$ cat src/rtl/scene_arbiter_pkg.sv
// Shared scene codes, FSM state encoding and full-brightness level for the scene arbiter.
package scene_arbiter_pkg;

    localparam int FADE_MAX = 16;

    localparam logic [1:0] SCENE_WELCOME = 2'd0;
    localparam logic [1:0] SCENE_TERM    = 2'd1;
    localparam logic [1:0] SCENE_GAME    = 2'd2;

    typedef enum logic [1:0] {
        ST_WELCOME,
        ST_SHOW,
        ST_FADE_OUT,
        ST_FADE_IN
    } state_t;

endpackage

$ cat src/rtl/rgb_dimmer.sv
// Combinational per-channel brightness scaler: out = (c * level) >> 4.
module rgb_dimmer (
    input  logic [23:0] rgb,
    input  logic [4:0]  level,
    output logic [23:0] rgb_dim
);

    for (genvar c = 0; c < 3; c++) begin : g_ch
        logic [12:0] prod;
        assign prod = {5'd0, rgb[c*8 +: 8]} * {8'd0, level};
        assign rgb_dim[c*8 +: 8] = 8'(prod >> 4);
    end

endmodule

$ cat src/rtl/scene_arbiter.sv
// Picks the display source (welcome/term/game) and cross-fades between scenes in
// frame-tick steps, scaling the selected pixel by the current brightness level.
module scene_arbiter
    import scene_arbiter_pkg::*;
#(
    parameter int FADE_STEP_FRAMES = 2,
    parameter int FADE_MAX         = 16
) (
    input  logic        clk,
    input  logic        rst_n,
    input  logic        frame_tick,
    input  logic        in_welcome,
    input  logic        req_term,
    input  logic        req_game,
    input  logic [23:0] rgb_welcome,
    input  logic [23:0] rgb_term,
    input  logic [23:0] rgb_game,
    output logic [23:0] rgb_out,
    output logic [1:0]  scene,
    output logic        grant_term,
    output logic        grant_game,
    output logic        busy
);

    localparam logic [4:0] LVL_MAX   = 5'(FADE_MAX);
    localparam logic [7:0] STEP_LAST = 8'(FADE_STEP_FRAMES - 1);

    state_t      state;
    logic [4:0]  level;
    logic [1:0]  target;
    logic [7:0]  fcnt;
    logic [1:0]  desired;
    logic [23:0] src_rgb;
    logic [23:0] dim_rgb;
    logic        step;
    logic        unused_req_term;

    // Terminal is the fallback scene, so its request line carries no extra information.
    assign unused_req_term = req_term;
    assign desired = req_game ? SCENE_GAME : SCENE_TERM;
    assign step    = frame_tick && (fcnt == STEP_LAST);

    always_comb begin
        src_rgb = 24'h000000;
        case (scene)
            SCENE_WELCOME: src_rgb = rgb_welcome;
            SCENE_TERM:    src_rgb = rgb_term;
            SCENE_GAME:    src_rgb = rgb_game;
            default:       src_rgb = 24'h000000;
        endcase
    end

    rgb_dimmer u_dimmer (
        .rgb     (src_rgb),
        .level   (level),
        .rgb_dim (dim_rgb)
    );

    always_ff @(posedge clk or negedge rst_n) begin
        if (!rst_n) begin
            state      <= ST_WELCOME;
            scene      <= SCENE_WELCOME;
            level      <= LVL_MAX;
            target     <= SCENE_TERM;
            fcnt       <= 8'd0;
            rgb_out    <= 24'h000000;
            grant_term <= 1'b0;
            grant_game <= 1'b0;
            busy       <= 1'b0;
        end else begin
            rgb_out <= dim_rgb;
            case (state)
                ST_WELCOME: begin
                    if (!in_welcome) begin
                        state <= ST_FADE_IN;
                        scene <= SCENE_TERM;
                        level <= 5'd0;
                        fcnt  <= 8'd0;
                        busy  <= 1'b1;
                    end
                end
                ST_SHOW: begin
                    if (desired != scene) begin
                        target     <= desired;
                        state      <= ST_FADE_OUT;
                        fcnt       <= 8'd0;
                        busy       <= 1'b1;
                        grant_term <= 1'b0;
                        grant_game <= 1'b0;
                    end
                end
                ST_FADE_OUT: begin
                    if (step) begin
                        fcnt <= 8'd0;
                        // Scene swaps at black so the cut is invisible.
                        if (level <= 5'd1) begin
                            level <= 5'd0;
                            scene <= target;
                            state <= ST_FADE_IN;
                        end else begin
                            level <= level - 5'd1;
                        end
                    end else if (frame_tick) begin
                        fcnt <= fcnt + 8'd1;
                    end
                end
                ST_FADE_IN: begin
                    if (step) begin
                        fcnt <= 8'd0;
                        if (level >= LVL_MAX - 5'd1) begin
                            level      <= LVL_MAX;
                            state      <= ST_SHOW;
                            busy       <= 1'b0;
                            grant_term <= (scene == SCENE_TERM);
                            grant_game <= (scene == SCENE_GAME);
                        end else begin
                            level <= level + 5'd1;
                        end
                    end else if (frame_tick) begin
                        fcnt <= fcnt + 8'd1;
                    end
                end
                default: state <= ST_WELCOME;
            endcase
        end
    end

endmodule

$ cat config.mk
export PLATFORM = sky130hd
export DESIGN_NAME = scene_arbiter
export DESIGN_NICKNAME = d
export VERILOG_FILES = /design/src/rtl/scene_arbiter_pkg.sv /design/src/rtl/rgb_dimmer.sv /design/src/rtl/scene_arbiter.sv
export SDC_FILE = /design/constraint.sdc
export NUM_CORES = 1
export LEC_CHECK = 0
export CORE_ASPECT_RATIO = 1.25
export CORE_MARGIN = 2
export CORE_UTILIZATION = 60
export CTS_CLUSTER_DIAMETER = 150
export DETAILED_ROUTE_END_ITERATION = 8
export DONT_BUFFER_PORTS = 1
export GPL_ROUTABILITY_DRIVEN = 0
export PLACE_DENSITY = 0.88
export SKIP_LAST_GASP = 1
export SLEW_MARGIN = 15
export SYNTH_ARGS = -nofsm -noshare
export SYNTH_HDL_FRONTEND = slang
export SYNTH_SLANG_ARGS = --single-unit
export TNS_END_PERCENT = 20
$ cat constraint.sdc
create_clock -name clk -period 9.95 [get_ports clk]
set_input_delay 1.4925 -clock clk [delete_from_list [all_inputs] [get_ports clk]]
set_output_delay 1.4925 -clock clk [all_outputs]
set_load 0.02 [all_outputs]
; Word-level counts from Yosys, hierarchy flattened
; Cells that the tools add are included.
[op_classes]
addsub = 3
n_mul = 3
n_lt_le_gt_ge = 2
n_eq_ne = 14
n_mux = 36
n_reduce_logical = 15
[op_table]
columns = operator, n
row1 = 24-bit case mux with 3 select lines, 1
row2 = 8-bit by 5-bit multiplier with 12-bit output, 3
row3 = 8-bit two-way mux, 4
row4 = 5-bit two-way mux, 5
row5 = 8-bit case mux with 3 select lines, 1
row6 = 2-bit two-way mux, 10
row7 = 5-bit case mux with 3 select lines, 1
row8 = "2-bit != test, second input constant", 6
row9 = 4-bit AND reduction, 3
row10 = 1-bit two-way mux, 9
row11 = "8-bit by 1-bit adder with 8-bit output, second input constant", 1
row12 = "8-bit by 1-bit == test with 1-bit output, second input constant", 1
row13 = 2-bit case mux with 4 select lines, 1
row14 = "2-bit == test, second input constant", 3
row15 = 6-bit AND reduction, 1
row16 = 3-bit nonzero test, 2
row17 = "5-bit by 1-bit adder with 5-bit output, second input constant", 1
row18 = "5-bit by 4-bit greater-or-equal comparator with 1-bit output, second input constant", 1
row19 = "5-bit by 1-bit less-or-equal comparator with 1-bit output, second input constant", 1
row20 = 5-bit AND reduction, 1
row21 = "5-bit by 1-bit subtractor with 5-bit output, second input constant", 1
row22 = "2-bit by 1-bit == test with 1-bit output, second input constant", 2
row23 = 2-bit logical NOT, 2
row24 = 1-bit case mux with 2 select lines, 2
row25 = other kinds (9), 10
[word_totals]
regBits = 46
input_bits = 78
out_inout_bits = 29
elab_cells = 82

; Longest topological paths before layout
; Gate-level depths: netlist of the first run.
[depth]
ltp_word = 4
ltp_mapped = 20
depth_no_buf = 17

; Cells and area by module
; A second synthesis of the first run with hierarchy kept.
[unflattened]
hier_cells = 661
hier_area_um2 = 5724.2
[by_module_without_submodules]
columns = mod, n_inst, cells_each, area_each_um2, seq_area_each_um2
row1 = rgb_dimmer, 1, 402, 3226.8, 0.0
row2 = scene_arbiter, 1, 259, 2497.4, 1153.6

; Least setup slack after synthesis of the first run
; OpenSTA, ideal clock, no wires.
[synth_path]
path_type = input to register
from = in rgb_term[3]
to = reg rgb_out[7]
setup_ps = 131
arrival_ps = 5008
t_required_ps = 9819
setup_slack_ps = 4812
stages = 15
n_path_buf = 0
path_cell_list = mux2i_1 o21ai_0 and2_1 fa_1 fa_1 inv_1 fa_1 inv_1 ha_1 nand2_1 a2bb2oi_1 a31o_2 a311oi_2 a311oi_1 xnor2_1
[synth_via]
elab_chain_cells = 2
[synth_rtl]
columns = item, line_no
row1 = start: declaration, scene_arbiter.sv:16  ; input logic [23:0] rgb_term,
row2 = 24-bit case mux with 3 select lines, scene_arbiter.sv:45  ; case (scene)
row3 = 8-bit by 5-bit multiplier with 12-bit output, rgb_dimmer.sv:10  ; assign prod = {5'd0, rgb[c*8 +: 8]} * {8'd0, level};
row4 = net dim_rgb[7], scene_arbiter.sv:34  ; logic [23:0] dim_rgb;
row5 = end signal: assignment, scene_arbiter.sv:71  ; rgb_out <= dim_rgb;
row6 = end: declaration, scene_arbiter.sv:18  ; output logic [23:0] rgb_out,
; The timed path passes the listed nets, and every way through them passes these cells.
; A chain may end at the register's enable or synchronous reset.

; Worst setup path in the final report of the first run
[layout_path]
from = in rgb_term[1]
to = reg rgb_out[7]
; Same word-level chain as after synthesis.

==> impl_metrics.csv, run 1 <==
group,metric,value,unit
run_status,outcome,"completed",
power_and_ir_drop,pwr_density_cell,340.4,nW/um^2
timing,slew_viol_final,0,
worst_hold_path,hold_start,"target[1]$_DFFE_PN0P_",
timing,hold_violations,0,
cts,clock_latency,0.30,ns
timing,skew,0.007714,ns
cts,cts_resized,0,
worst_hold_path,hp-class,"reg -> reg",
timing,period_needed,5.415,ns
floorplan,start_util,0.6224,
worst_setup_path,worstPathRequired,10.12,ns
worst_setup_path,crit_fanout,6,
global_routing,grt_usage,0.2534,
cts,clock_sinks,46,
worst_setup_path,r2r_setup_slack,4.68,ns
timing,fmax,0.1847,GHz
route,firstDrtPassIters,5,
route,viasPerCell,5.957,
layout,layout-drive-gt1-share,0.04836,
worst_hold_path,holdPathEnd,"target[1]$_DFFE_PN0P_",
cts,clk_path_buf_depth,2,
cts,htree_levels,2,
worst_setup_path,r2r_start,"scene[0]$_DFFE_PN0P_",
floorplan,die_y,113.4,um
power_and_ir_drop,ir_worst_vdd,0.0001843,V
route,wirelength,12.53,mm
synthesis,synth_fp_nets,845,
layout,fill_cells,706,
timing,rsz0062_at_grt,"false",
power_and_ir_drop,p_leak,2.915,nW
route,vias,4551,
place,io_buffers,0,
synthesis,synth_area,5741,um^2
route,drtIter0Drc,223,
synthesis,async_reset_ff_frac,1.000,
floorplan,core-area,9223,um^2
layout,areaGrowthSynthToFinish,4.076,%
synthesis,yosys_warnings,0,
worst_setup_path,cpMostUsedCell,"fa_1",
synthesis,ys.flop_type,"dfrtp_1",
floorplan,io_pins,107,
route,wl_per_cell,16.40,um
cts,cts_tree,"done",
synthesis,synth_seq_cells,46,
timing,worstMarginPinSlew,1.034,ns
job,maxCapViolations,0,
worst_setup_path,cpPeakStageDelay,0.55,ns
global_routing,grt_pass1_vias,4783,
synthesis,syn_inst,659,
worst_setup_path,rr_endpoint,"rgb_out[7]$_DFF_PN0_",
worst_setup_path,slowest_stage,"fa_1",
timing,tns,0,ns
global_routing,grt_pass1_wl,21.44,mm
place,pre_cts_slack,4.301,ns
worst_setup_path,cp.arrival,5.59,ns
timing,slew_headroom,0.3108,
floorplan,num_rows,39,
floorplan,die_x,91.49,um
layout,final_nets,826,
cts,cts_root_buffer,"clkbuf_16",
synthesis,ys_seq_area_frac,0.2010,
worst_hold_path,holdPathStages,2,
cts,cts-hold-fix-buffers,0,
timing,setup_viol,0,
worst_setup_path,end_kind,"flip-flop",
worst_setup_path,crit_type,"in -> reg",
global_routing,antenna_found_initial,0,
synthesis,avgSynthCellArea,8.711,um^2
route,drc,0,
layout,postLayoutCoreUtil,0.6478,
global_routing,grt_max_degree,47,
worst_setup_path,reg2reg_depth,16,
place,dp_hpwl,9.450,mm
synthesis,synth.distinct_cells,61,
synthesis,synth_edf_count,0,
timing,fin_crit_sh,0.5442,
layout,antennaDiodeCount,0,
route,ant_nets,0,
cts,path_clk_slew,0.07,ns
floorplan,dieArea,10370,um^2
worst_setup_path,crit_chain,"mux2i_1 > o2bb2ai_1 > nand2_1 > fa_1 > fa_1 > fa_1 > inv_1 > ha_1 > a21oi_1 > a2bb2oi_1 > a31o_2 > a311oi_2 > a311oi_1 > xnor2_1",
cts,cts_buffers,5,
worst_setup_path,startpoint_type,"input port",
global_routing,grt_overflow,0,
cts,post_cts.repair.setup_buffers,0,
timing,fin_ws,4.535,ns
worst_setup_path,crit_start,"rgb_term[1]",
[sequential cells by signal, summed over array words and instances, names as in the netlist]
signal	count
grant_term	1
busy	1
scene	2
grant_game	1
fcnt	8
target	2
state	2
level	5
rgb_out	24
[area by class of cell]
type / instances / area, um^2 / area share
clock inverter: 3 / 68.82 / 0.01152
clock buffer: 5 / 125.1 / 0.02094
tap: 123 / 153.9 / 0.02576
timing repair buffer: 2 / 15.01 / 0.002513
sequential: 46 / 1155 / 0.1933
multi-input combinational: 506 / 4160 / 0.6963
inverter: 79 / 296.5 / 0.04963
[critical path: cells and delay by family]
family / cells / cell delay (ns)
and+or+nand+nor: 1 / 0.15
AOI/OAI and AO/OA: 6 / 1.77
muxes: 1 / 0.05
adders and majority gates: 4 / 1.94
xor gates and xnor gates: 1 / 0.13
buffers and inverters: 1 / 0.05
[power by group]
| part | switching [mW] | internal, mW | leakage, nW | total, mW |
|---|---|---|---|---|
| combinational | 0.780 | 0.575 | 2.25 | 1.35 |
| clock | 0.0782 | 0.144 | 0.0940 | 0.223 |
| sequential | 0.178 | 0.278 | 0.568 | 0.457 |
[per-layer routing]
metal	vias to the layer above	global-route usage	part of all wire
met5	-	0	0
met4	0	0.09697	0.021
met3	19	0.04194	0.055
met2	140	0.4657	0.52
met1	2266	0.2930	0.40
li1	2126	-	-
[cells in the mapped netlist, drive strengths merged, types with 2 or more instances]
library cell  count  area share
a211oi            3      0.0039
o21a              5      0.0065
a22o              5      0.0076
buf              11       0.012
a21oi            16       0.015
nand4             2      0.0022
a31o              3      0.0046
nor4b             2      0.0031
or2               4      0.0044
o2bb2ai           3      0.0057
a21boi            2      0.0026
a21o              4      0.0052
or3               4      0.0044
clkbuf           17       0.011
dfstp             2      0.0092
o21ai            42       0.037
a311oi            5       0.014
xnor2            23       0.035
nor2b             5      0.0054
mux2i            24       0.042
nor3              7      0.0061
nor2             34       0.022
fa               48        0.17
and2             71       0.077
o22ai             2      0.0022
nand3             7      0.0078
nand2b            2      0.0022
nand3b            5      0.0065
ha               60        0.13
o32ai             3      0.0046
o31ai             4      0.0061
o21bai            2      0.0026
and3              9      0.0098
xor2              5      0.0076
nand2            82       0.054
inv              79       0.052
dfrtp            44        0.19
[worst max-delay path by stage]
stage / end / slack [ns] / cells past startpoint
2_1_floorplan: rgb_out[7]$_DFF_PN0_ / 4.81 / 15
3_3_place_gp: rgb_out[7]$_DFF_PN0_ / 4.39 / 15
3_5_place_dp: rgb_out[7]$_DFF_PN0_ / 4.30 / 14
4_1_cts: rgb_out[7]$_DFF_PN0_ / 4.60 / 14
5_1_grt: rgb_out[7]$_DFF_PN0_ / 4.35 / 14
6_report: rgb_out[7]$_DFF_PN0_ / 4.54 / 14
[logic make-up after synthesis]
family          Yosys count  synth area share
buf+inv                 107           0.07476
mux                      25           0.04381
compound gates          108            0.1299
xor+xnor                 28           0.04272
simple gates            237            0.2097
fa+ha+maj               108            0.2982
flops                    46            0.2010
[metrics by stage]
stage / power [mW] / instances / hold slack [ns] / instance area (um^2)
final: 2.034 / 764 / 0.5048 / 5974
after global routing: 2.264 / 764 / 0.5282 / 5974
after CTS: 2.042 / 764 / 0.5090 / 5974
after detailed placement: 1.804 / 756 / 0.4948 / 5781
after global placement: 1.729 / 756 / 0.4801 / 5781
after floorplan: 1.523 / 659 / 0.4620 / 5741
[cell usage in the layout, fill, tap and decap left out, types with 7 or more instances in the layout]
master / instances
mux2i_1: 24
and3_1: 9
nand2_1: 82
ha_1: 60
fa_1: 48
a21oi_1: 15
o21ai_0: 37
dfrtp_1: 43
nor3_1: 7
xnor2_1: 23
and2_1: 71
inv_1: 79
nor2_1: 34
Power figures use the tool's default switching activity.
==> run 2: changes to the inputs <==
ABC_AREA = 1   (was not set)
PLACE_DENSITY = 0.91   (was 0.88)
clock period = 4.5 ns   (was 9.95 ns; I/O delays follow)
==> impl_metrics.csv, run 2 <==
group,metric,value,unit
run_status,outcome,"completed",
cts,htree_levels,2,
layout,layout.cells.non_filler,965,
global_routing,grt_pass1_wl,22.23,mm
timing,worstMarginPinSlew,1.004,ns
place,dp_hpwl,10.07,mm
cts,clk_path_buf_depth,2,
timing,skew,0.004323,ns
timing,fmax,0.2298,GHz
synthesis,synth_top_area_cell,"dfrtp_1",
layout,final_cell_mix,"nand2_1, inv_1, ha_1, fa_1, nand3_1",
synthesis,synth_common_cells,"nand2_1, inv_1, ha_1",
place,pre_cts_slack,-0.006001,ns
place,io_buffers,0,
synthesis,synth.distinct_cells,46,
timing,fin_ws,0.1487,ns
cts,clock_latency,0.29,ns
power_and_ir_drop,total_power,4.306,mW
worst_setup_path,cpPeakStageDelay,0.52,ns
floorplan,core-area,9659,um^2
global_routing,grt_usage,0.2563,
synthesis,avgSynthCellArea,7.160,um^2
timing,fin_crit_sh,0.9669,
global_routing,grt_pass1_vias,5048,
floorplan,start_util,0.6205,
layout,areaGrowthSynthToFinish,6.012,%
synthesis,ys.flop_type,"dfrtp_1",
job,maxCapViolations,0,
worst_setup_path,end_kind,"flip-flop",
place,place_area,6106,um^2
route,drtIter0Drc,251,
timing,tns,0,ns
route,viasPerCell,5.407,
synthesis,yosys-top-cells-area,"dfrtp_1, nand2_1, fa_1",
layout,largest-register,"rgb_out",
layout,top_regs,"rgb_out: 24 flops, fcnt: 8 flops, level: 5 flops",
floorplan,die_y,115.7,um
synthesis,synth_fp_nets,1023,
synthesis,yosys_warnings,0,
power_and_ir_drop,pwr_density_cell,677.7,nW/um^2
timing,rsz0062_at_grt,"true",
route,drc,0,
worst_setup_path,crit_chain,"buf_4 > nor2_4 > nand2_1 > nand3_1 > nand2_1 > inv_1 > fa_1 > inv_1 > fa_1 > inv_1 > fa_1 > ha_1 > a21oi_1 > nor2_1 > a211oi_1 > nand2_1 > a21oi_1 > xor2_1",
cts,clock_sinks,46,
layout,layout-drive-gt1-share,0.08105,
worst_hold_path,hp-class,"in -> async",
timing,slew_viol_final,0,
layout,largest_register_ff_count,24,
worst_setup_path,startpoint_type,"flip-flop",
worst_setup_path,slowest_stage,"fa_1",
route,firstDrtPassIters,5,
route,ant_nets,0,
synthesis,async_reset_ff_frac,1.000,
cts,cts_tree,"done",
worst_setup_path,crit_type,"reg -> reg",
floorplan,io_pins,107,
timing,slew_headroom,0.3310,
layout,final_nets,1024,
global_routing,antenna_found_initial,0,
synthesis,synth_top_area_frac,0.1837,
worst_setup_path,crit_fanout,11,
global_routing,grt_max_degree,47,
floorplan,num_rows,40,
layout,mostFrequentLayoutCell,"nand2_1",
cts,path_clk_slew,0.07,ns
route,wirelength,13.40,mm
layout,fill_cells,787,
layout,antennaDiodeCount,0,
place,dp_cells,950,
synthesis,synth_seq_cells,46,
synthesis,yosys.cell_count.top_type,"nand2_1",
route,wl_per_cell,13.88,um
timing,setup_viol,0,
power_and_ir_drop,ir_worst_vdd,0.0004247,V
cts,cts_buffers,5,
route,vias,5218,
floorplan,die_x,93.39,um
timing,period_needed,4.351,ns
worst_setup_path,reg2reg_depth,18,
worst_setup_path,worstPathRequired,4.71,ns
worst_setup_path,cp.arrival,4.57,ns
synthesis,synth_edf_count,0,
synthesis,synth_area,5993,um^2
layout,final_area,6354,um^2
power_and_ir_drop,p_leak,3.937,nW
synthesis,ys_seq_area_frac,0.1925,
global_routing,grt_overflow,0,
timing,hold_violations,0,
synthesis,syn_inst,837,
floorplan,dieArea,10810,um^2
cts,cts_root_buffer,"clkbuf_16",
==> run 2: cell types whose count changed after synthesis, sizes merged, moves of 22 or more <==
cell | before | now
and2 | 71 | 1
inv | 79 | 184
mux2i | 24 | 1
nand2 | 82 | 270
nand3 | 7 | 57
o21ai | 42 | 20
==> run 2: cells by family (layout without fill, tap and decap cells) <==
family | count (synthesis) | after routing | share of synthesized area
buffers and inverters | 207 | 207 | 0.1357
XOR/XNOR | 29 | 29 | 0.04238
flip-flops | 46 | 46 | 0.1925
AND/OR/NAND/NOR | 375 | 377 | 0.2724
multiplexers | 2 | 2 | 0.003549
adder cells (fa/ha/maj) | 108 | 108 | 0.2856
AO/OA/AOI/OAI | 70 | 70 | 0.06785
==> run 2: final timing paths <==
check,startpoint,to,slack (ns)
min,rst_n,rgb_out[14]$_DFF_PN0_,0.07
min in group clk,req_game,target[0]$_DFFE_PN1P_,0.45
max,scene[0]$_DFFE_PN0P_,rgb_out[23]$_DFF_PN0_,0.15
min reg2reg,target[0]$_DFFE_PN1P_,target[0]$_DFFE_PN1P_,0.49
max reg2reg,scene[0]$_DFFE_PN0P_,rgb_out[23]$_DFF_PN0_,0.15
max in group asynchronous,rst_n,level[4]$_DFFE_PN1P_,4.24
==> run 2: repair_timing <==
item | in CTS | in global routing
hold endpoints to repair | 0 | 0
setup buffers | 0 | 4
setup endpoints to repair | 2 | 11
pin swaps | 1 | 2
gates cloned | 1 | 2
gates resized for setup | 1 | 12
hold buffers | 0 | 0
==> run 2: cell type report <==
class	instances	area, um^2	area share
timing repair buffer	14	108.9	0.01713
clock inverter	2	13.76	0.002166
tap	126	157.7	0.02481
multi-input combinational	586	4086	0.6432
clock buffer	6	128.9	0.02028
inverter	184	698.2	0.1099
sequential	46	1155	0.1818
timing repair inverter	1	5.005	0.0007877
==> run 2: where the power goes <==
| group | switching [mW] | leakage [nW] | internal (mW) | total (mW) |
|---|---|---|---|---|
| logic | 1.92 | 3.28 | 1.09 | 3.01 |
| registers | 0.319 | 0.583 | 0.600 | 0.918 |
| clock network | 0.167 | 0.0708 | 0.207 | 0.374 |
==> run 2: per-layer routing <==
| layer | up-vias | GRT usage | share of wire |
|---|---|---|---|
| met3 | 22 | 0.03251 | 0.067 |
| met1 | 2479 | 0.3233 | 0.41 |
| met4 | 0 | 0.08431 | 0.021 |
| met2 | 173 | 0.4561 | 0.50 |
| met5 | - | 0 | 0 |
| li1 | 2544 | - | - |
==> run 2: worst max-delay path, delay by kind of cell (launching register included) <==
family | cells | cell delay [ns]
fa+ha+maj | 4 | 1.83
xor+xnor | 1 | 0.17
compound gates | 3 | 0.62
buf+inv | 4 | 0.43
flops | 1 | 0.46
simple gates | 6 | 0.74
==> run 2: stage by stage <==
step                        util  hold slack [ns]
after floorplan                -           0.3794
after global placement    0.6321           0.3801
after detailed placement  0.6321           0.3801
after CTS                 0.6483          0.06350
after global routing      0.6578          0.05375
final                     0.6578          0.07106
